===== src/rtl/cv32e40p_ecc_err_ctrl.sv =====
// rtl/cv32e40p_ecc_err_ctrl.sv - parity error arbiter with report/recover handshake
// Optional saturating error counter enabled by CV32E40P_ECC_ERR_CNT_EN.
module cv32e40p_ecc_err_ctrl #(
  parameter int NUM_SRC   = 8,
  parameter int CNT_WIDTH = 8,
  localparam int ID_W     = $clog2(NUM_SRC)
) (
  input  logic                 clk,
  input  logic                 rst,
  input  logic [NUM_SRC-1:0]   err_i,
  output logic                 irq_o,
  output logic                 err_valid_o,
  output logic [ID_W-1:0]      err_id_o,
  input  logic                 irq_ack_i,
  output logic                 recover_req_o,
  input  logic                 recover_done_i,
  output logic                 recover_fail_o,
  output logic                 overflow_o,
  output logic [CNT_WIDTH-1:0] err_cnt_o,
  input  logic                 clear_i
);

  typedef enum logic [1:0] {
    S_IDLE,
    S_REPORT,
    S_RECOVER,
    S_SETTLE
  } state_t;

  state_t             state_q, state_d;
  logic [NUM_SRC-1:0] err_q, err_d;
  logic [NUM_SRC-1:0] pend_q, pend_d;
  logic [ID_W-1:0]    last_q, last_d;
  logic [ID_W-1:0]    id_q, id_d;
  logic               fail_q, fail_d;
  logic               ovf_q, ovf_d;

  logic [NUM_SRC-1:0] evt;
  logic [NUM_SRC-1:0] grant_mask;
  logic               grant;
  logic               win_found;
  logic [ID_W-1:0]    win_id;
  logic [ID_W-1:0]    scan_idx;
  logic               refail;

  assign evt    = err_i & ~err_q;
  assign err_d  = err_i;
  assign refail = (state_q == S_SETTLE) && err_i[id_q];

  // Round-robin: scan from last_q+1 upward, wrapping, first pending source wins.
  always_comb begin
    win_found = 1'b0;
    win_id    = '0;
    scan_idx  = '0;
    for (int i = 1; i <= NUM_SRC; i++) begin
      scan_idx = ID_W'((int'(last_q) + i) % NUM_SRC);
      if (!win_found && pend_q[scan_idx]) begin
        win_found = 1'b1;
        win_id    = scan_idx;
      end
    end
  end

  assign grant      = (state_q == S_IDLE) && win_found;
  assign grant_mask = grant ? (NUM_SRC'(1) << win_id) : '0;

  always_comb begin
    state_d = state_q;
    id_d    = id_q;
    last_d  = last_q;
    unique case (state_q)
      S_IDLE: begin
        if (grant) begin
          id_d    = win_id;
          last_d  = win_id;
          state_d = S_REPORT;
        end
      end
      S_REPORT:  if (irq_ack_i)      state_d = S_RECOVER;
      S_RECOVER: if (recover_done_i) state_d = S_SETTLE;
      S_SETTLE:  state_d = S_IDLE;
      default:   state_d = S_IDLE;
    endcase
  end

  // New events are ORed in after the grant clear so a same-cycle event keeps its bit.
  always_comb begin
    pend_d = (pend_q & ~grant_mask) | evt;
    if (refail) begin
      pend_d[id_q] = 1'b1;
    end
  end

  always_comb begin
    fail_d = fail_q | refail;
    ovf_d  = ovf_q | (|(evt & pend_q & ~grant_mask));
    if (clear_i) begin
      fail_d = 1'b0;
      ovf_d  = 1'b0;
    end
  end

  always_ff @(posedge clk) begin
    if (rst) begin
      state_q <= S_IDLE;
      err_q   <= '0;
      pend_q  <= '0;
      last_q  <= ID_W'(NUM_SRC - 1);
      id_q    <= '0;
      fail_q  <= 1'b0;
      ovf_q   <= 1'b0;
    end else begin
      state_q <= state_d;
      err_q   <= err_d;
      pend_q  <= pend_d;
      last_q  <= last_d;
      id_q    <= id_d;
      fail_q  <= fail_d;
      ovf_q   <= ovf_d;
    end
  end

`ifdef CV32E40P_ECC_ERR_CNT_EN
  logic [CNT_WIDTH-1:0] cnt_q, cnt_d;

  always_comb begin
    cnt_d = cnt_q;
    if (clear_i) begin
      cnt_d = '0;
    end else if (grant && (cnt_q != {CNT_WIDTH{1'b1}})) begin
      cnt_d = cnt_q + 1'b1;
    end
  end

  always_ff @(posedge clk) begin
    if (rst) begin
      cnt_q <= '0;
    end else begin
      cnt_q <= cnt_d;
    end
  end

  assign err_cnt_o = cnt_q;
`else
  assign err_cnt_o = '0;
`endif

  assign irq_o          = (state_q == S_REPORT);
  assign err_valid_o    = (state_q == S_REPORT) || (state_q == S_RECOVER);
  assign recover_req_o  = (state_q == S_RECOVER);
  assign err_id_o       = id_q;
  assign recover_fail_o = fail_q;
  assign overflow_o     = ovf_q;

endmodule


===== config.mk =====
export PLATFORM = sky130hd
export DESIGN_NAME = cv32e40p_ecc_err_ctrl
export DESIGN_NICKNAME = d
export VERILOG_FILES = /design/src/rtl/cv32e40p_ecc_err_ctrl.sv
export SDC_FILE = /design/constraint.sdc
export NUM_CORES = 1
export LEC_CHECK = 0
export CORE_ASPECT_RATIO = 0.6
export CORE_MARGIN = 2
export CORE_UTILIZATION = 49
export DETAILED_ROUTE_END_ITERATION = 8
export PLACE_DENSITY = 0.75
export SLEW_MARGIN = 20
export SYNTH_ARGS = -nofsm -noshare
export SYNTH_HDL_FRONTEND = slang
export SYNTH_SLANG_ARGS = --single-unit

===== constraint.sdc =====
create_clock -name clk -period 12.2 [get_ports clk]
set_input_delay 1.22 -clock clk [delete_from_list [all_inputs] [get_ports clk]]
set_output_delay 1.22 -clock clk [all_outputs]
set_load 0.02 [all_outputs]

; ---- After elaboration in Yosys (flattened, before gate mapping)
; Cells that the tools add are included.
[totals]
reg_bits = 26
latch_bits = 0
ram_bits = 0
romBits = 0
output_inout_bits = 16
elab_cells = 107
memories = 0
[classes]
add_sub_neg = 8
mul = 0
div = 0
n_lt_le_gt_ge = 10
eq_ne = 6
shift = 1
n_mux = 42
bitwise = 10
n_reduce_logical = 23
[op_table]
columns = operator, count
row1 = $lt A3 B4 Y1 const B, 9
row2 = $and A8 B8 Y8, 4
row3 = $bmux W1 S3, 9
row4 = $mux W3, 8
row5 = $mux W1, 18
row6 = $mux W8, 2
row7 = $not A8 Y8, 2
row8 = $or A8 B8 Y8, 2
row9 = $add A3 B3 Y3 const B, 4
row10 = $logic_and A1 B1 Y1, 10
row11 = $pmux W2 S4, 1
row12 = $reduce_or A8 Y1, 1
row13 = $shl A1 B3 Y8 const A, 1
row14 = $logic_not A1 Y1, 7
row15 = $add A3 B1 Y3 const B, 2
row16 = $add A3 B2 Y3 const B, 2
row17 = $mux W2, 3
row18 = $eq A2 B2 Y1 const B, 2
row19 = $ne A2 B1 Y1 const B, 2
row20 = $demux W1 S3, 1
row21 = $ge A3 B1 Y1 const B, 1
row22 = $reduce_and A3 Y1, 1
row23 = $eq A2 B1 Y1 const B, 1
row24 = $logic_not A2 Y1, 1
row25 = 5 further kinds, 6

; ---- Depth between registers and ports, before layout
[logic_depth]
depth_word = 32
mapped_depth = 16

; ---- Least setup slack after synthesis
; OpenSTA, ideal clock, no wires.
[synth_timing]
path_kind = reg2reg
start = reg last_q[0]
end = reg ovf_q (netlist: overflow_o)
setup_time_ns = 0.140
arrival_time_ns = 4.321
required_time_ns = 12.060
path_slack_ns = 7.739
stages_incl_launch_ff = 16
period_less_slack_ns = 4.461
cell_sequence = dfxtp_1 > buf_2 > buf_2 > buf_1 > inv_1 > ha_1 > buf_6 > mux2_2 > nor3_1 > a211oi_1 > or4_4 > or4b_4 > o22ai_4 > a31oi_1 > a2111oi_1 > a41oi_1
[synth_via]
elab_chain_len = 31
elab_cells_between_ends = 61
cone_classes = 8 x add/sub / 1 x shift / 33 x mux / 3 x bitwise / 16 x reduce/logical
[synth_rtl]
columns = item, line
row1 = from (decl), 33  ; logic [ID_W-1:0] last_q, last_d;
row2 = from (signal assigned), 108  ; last_q <= ID_W'(NUM_SRC - 1);
row3 = from (signal assigned), 116  ; last_q <= last_d;
row4 = $add A3 B1 Y3, 56  ; scan_idx = ID_W'((int'(last_q) + i) % NUM_SRC);
row5 = $bmux W1 S3, 57  ; if (!win_found && pend_q[scan_idx]) begin
row6 = $mux W1 (not written as such), 57
row7 = $mux W1, 57
row8 = $logic_not A1 Y1, 57
row9 = $logic_and A1 B1 Y1, 57
row10 = $mux W1, 57
row11 = $logic_not A1 Y1, 57
row12 = (+15 left out), -
row13 = $logic_and A1 B1 Y1, 57
row14 = $mux W3 or $mux W1 (tied branches), 57
row15 = $shl A1 B3 Y8 or $logic_and A1 B1 Y1 (tied branches), "65, 64"
row16 = $mux W8 *, 65  ; assign grant_mask = grant ? (NUM_SRC'(1) << win_id) : '0;
row17 = $not A8 Y8 *, 96  ; ovf_d = ovf_q | (|(evt & pend_q & ~grant_mask));
row18 = $and A8 B8 Y8 *, 96
row19 = $reduce_or A8 Y1 *, 96
row20 = $or A1 B1 Y1 *, 96
row21 = to (signal assigned), 119  ; ovf_q <= ovf_d;
row22 = to (decl), 36  ; logic ovf_q, ovf_d;
; Mark *: on every way between the ends. The rest lies on a longest branch, timed or not. The select of a mux whose other input is x is not followed.
; A chain may end at the register's enable or synchronous reset.

; ---- Worst setup path after layout
; Ends and elaborated chain as after synthesis.

==> run_results.csv <==
group,metric,value,unit
critical_path,worstReg2RegStart,"last_q[0]",
power,p_per_area,310,nW/um^2
routing,vias,2195,
sta,holdWs,486,ps
global_routing,number_of_antenna_violations_at_the_first_check_in_global_routing,0,
yosys,ys.warnings.count,0,
cells_and_area,finish.cell_count_without_fillers,339,
yosys,syn_area_per_cell,8.83,sq um
power,cellLeakagePower,0.982,nW
sta,finalSetupViolCount,0,
global_routing,grt_max_degree,32,
global_routing,overflow,0,
sta,fin_crit_sh,40.6,%
yosys,syn_inst,268,
critical_path,rrSetupSlack,7250,ps
min_path,hold_class,"reg -> reg",
sta,timing.fmax,202,MHz
routing,routedWlPerCell,18.8,microns
critical_path,end_kind,"flip-flop",
floorplan,top_level_ports,29,
critical_path,cpLargestDelayFamily,"compound AO/OA/AOI/OAI gates",
critical_path,critical_path.cell_chain,"buf_4 > inv_1 > ha_1 > mux2_2 > nor3_1 > a211oi_1 > nor4_1 > a2111oi_1 > a311oi_2 > a31oi_1 > a2111oi_1 > a41oi_1",
sta,worst_slew_pin_slew,1030,ps
routing,initialDrtViolationCount,195,
critical_path,r2r.worst_path.cells,12,
min_path,worst_hold_path_startpoint,"recover_fail_o",
placement,detailedPlacementHpwl,4820,microns
critical_path,path_max_fanout,31,
floorplan,placement_rows,19,
yosys,synth_most_common_cell,"sky130_fd_sc_hd__dfxtp_1",
sta,fin_tns_setup,0,ps
critical_path,cp.arrival,5090,ps
routing,routed_wl,6370,microns
run,max-cap-violations,0,
placement,placed_cells,335,
yosys,ys_ff_latch,26,
yosys,async_reset_ff_share,0,%
yosys,distinct_cell_type_count_of_the_synthesized_netlist,56,
floorplan,die_area,5420,sq um
clock_network,numClockSinks,26,
clock_network,cts.repair.resized,0,
critical_path,worstReg2RegEnd,"overflow_o",
critical_path,worst_ep_required_time,12340,ps
routing,drtAntennaViolNets,0,
sta,setup_repair_after_global_routing_missed_its_margin,"false",
global_routing,first_global_vias,1944,
cells_and_area,antenna-diode-count,0,
yosys,synth_area_leaders,"sky130_fd_sc_hd__dfxtp_1 (22%), sky130_fd_sc_hd__mux4_2 (12%), sky130_fd_sc_hd__nor2b_1 (5.8%)",
global_routing,grt_first_pass_wirelength,10100,microns
yosys,syn_area,2370,sq um
yosys,synth_top_cells_by_count,"sky130_fd_sc_hd__dfxtp_1 (26), sky130_fd_sc_hd__nor2b_1 (22), sky130_fd_sc_hd__nor2_1 (18)",
floorplan,floorplan.core_area,4610,sq um
floorplan,die_h,57.8,microns
cells_and_area,finalNetCount,296,
yosys,synth_top_cell_area_share,22.0,%
sta,max_slew_margin,31.3,%
critical_path,crit_path_max_cell_delay,790,ps
yosys,synth_top_cell_by_area,"sky130_fd_sc_hd__dfxtp_1",
placement,gp_congestion,1.02,
clock_network,path_clk_slew,90,ps
floorplan,die_w,93.7,microns
yosys,synth-edff-count,0,
critical_path,critPathLaunchType,"flip-flop",
critical_path,crit_type,"reg -> reg",
clock_network,cts-hold-fix-buffers,0,
yosys,synth_seq_area_share,22.0,%
sta,clock_skew_after_layout,5.31,ps
yosys,most_common_flop_cell_mapped_by_yosys,"sky130_fd_sc_hd__dfxtp_1",
clock_network,cts_made_buffers,3,
critical_path,cell_with_the_largest_stage_delay_on_the_worst_path,"sky130_fd_sc_hd__ha_1",
clock_network,clock_path_buffers,2,
routing,vias_per_cell,6.47,
sta,min_cycle_time_layout,4950,ps
min_path,timing.hold.worst_endpoint,"recover_fail_o",
clock_network,clkLatencyLatePin,270,ps
clock_network,cts_setup_buffers,0,
routing,dr.pass1.iters,5,
routing,drc,0,
min_path,min_path_cells,2,
clock_network,cts_tree,"built",
floorplan,start_util,51.3,%
critical_path,cp_num_buf_inv,2,
run_status,status,"completed",
placement,port-buffer-count,20,
cells_and_area,area_growth,9.51,%
clock_network,root_buffer,"sky130_fd_sc_hd__clkbuf_8",
cells_and_area,final_layout_size_suffix_gt1_share,13.8,%
sta,hold_viol_final,0,
clock_network,clock_tree.htree_level_count,1,
global_routing,grt_usage,24.1,%
sta,drv_slew,0,
critical_path,cpMostUsedCell,"sky130_fd_sc_hd__a2111oi_1",
power,worst_ir_drop_vdd,0.000184,V
worst max path at each step:
stage               slack, ps  cells after the start         end      start
floorplan                7740                     15  overflow_o  last_q[0]
CTS                      7340                     12  overflow_o  last_q[0]
global placement         7510                     12  overflow_o  last_q[0]
finish                   7250                     12  overflow_o  last_q[0]
global route             6930                     12  overflow_o  last_q[0]
detailed placement       7340                     12  overflow_o  last_q[0]
cell families (layout without fill, tap and decap cells):
family	after synthesis	in the layout	synth area share, %
AND/OR/NAND/NOR	74	74	16.5
flip-flops	26	26	22.0
multiplexers	35	35	22.5
adder cells (fa/ha/maj)	6	6	3.17
other	1	8	0.158
buffers and inverters	37	38	8.24
XOR/XNOR	5	5	1.85
AO/OA/AOI/OAI	84	84	25.6
final cells by class:
class	count	area, sq um
Fill cell	416	2020
Multi-Input combinational cell	212	1680
Sequential cell	26	520
Timing Repair Buffer	22	215
Tap cell	63	78.8
Clock buffer	4	55.1
Inverter	12	45.0
power breakdown:
part / total, W / switching [W] / internal, W
Sequential: 0.000138 / 0.0000350 / 0.000103
Clock: 0.0000556 / 0.0000267 / 0.0000289
Combinational: 0.000610 / 0.000366 / 0.000244
Total: 0.000803 / 0.000427 / 0.000376
sequential cells by signal (all words and copies together) (netlist names):
register and count:
last_q 3, err_q 8, overflow_o 1, err_id_o 3, recover_fail_o 1, state_q 2, pend_q 8
layout by cell type (no fill, tap or decap), drive strengths merged, types with 9 or more instances in the layout:
cell type,netlist,final
a21oi,17,17
a31oi,9,9
clkdlybuf4s50,0,20
dfxtp,26,26
inv,12,12
mux2,12,12
mux2i,10,10
mux4,13,13
nand2,12,12
nor2,18,18
nor2b,22,22
o21ai,11,11
tightest hold or removal path, cell delays in order, from the launching register on:
cell and delay (ps):
sky130_fd_sc_hd__dfxtp_1 330, sky130_fd_sc_hd__nor2_1 50, sky130_fd_sc_hd__nor2_1 70
layer usage:
metal / wire length, microns / vias up / track usage (%)
li1: - / 1024 / -
met1: 2980 / 1019 / 38.2
met2: 2520 / 135 / 30.9
met3: 815 / 17 / 9.10
met4: 57 / 0 / 3.73
met5: 0 / - / 0
through the flow:
stage | instance area [sq um] | util [%] | total power, W | setup WS, ps
floorplan | 2390 | - | 0.000600 | 7740
global placement | 2540 | 55.0 | 0.000719 | 7510
detailed placement | 2540 | 55.0 | 0.000727 | 7340
CTS | 2590 | 56.2 | 0.000784 | 7340
global route | 2590 | 56.2 | 0.000854 | 6930
finish | 2590 | 56.2 | 0.000803 | 7250
Power figures use the tool's default switching activity.
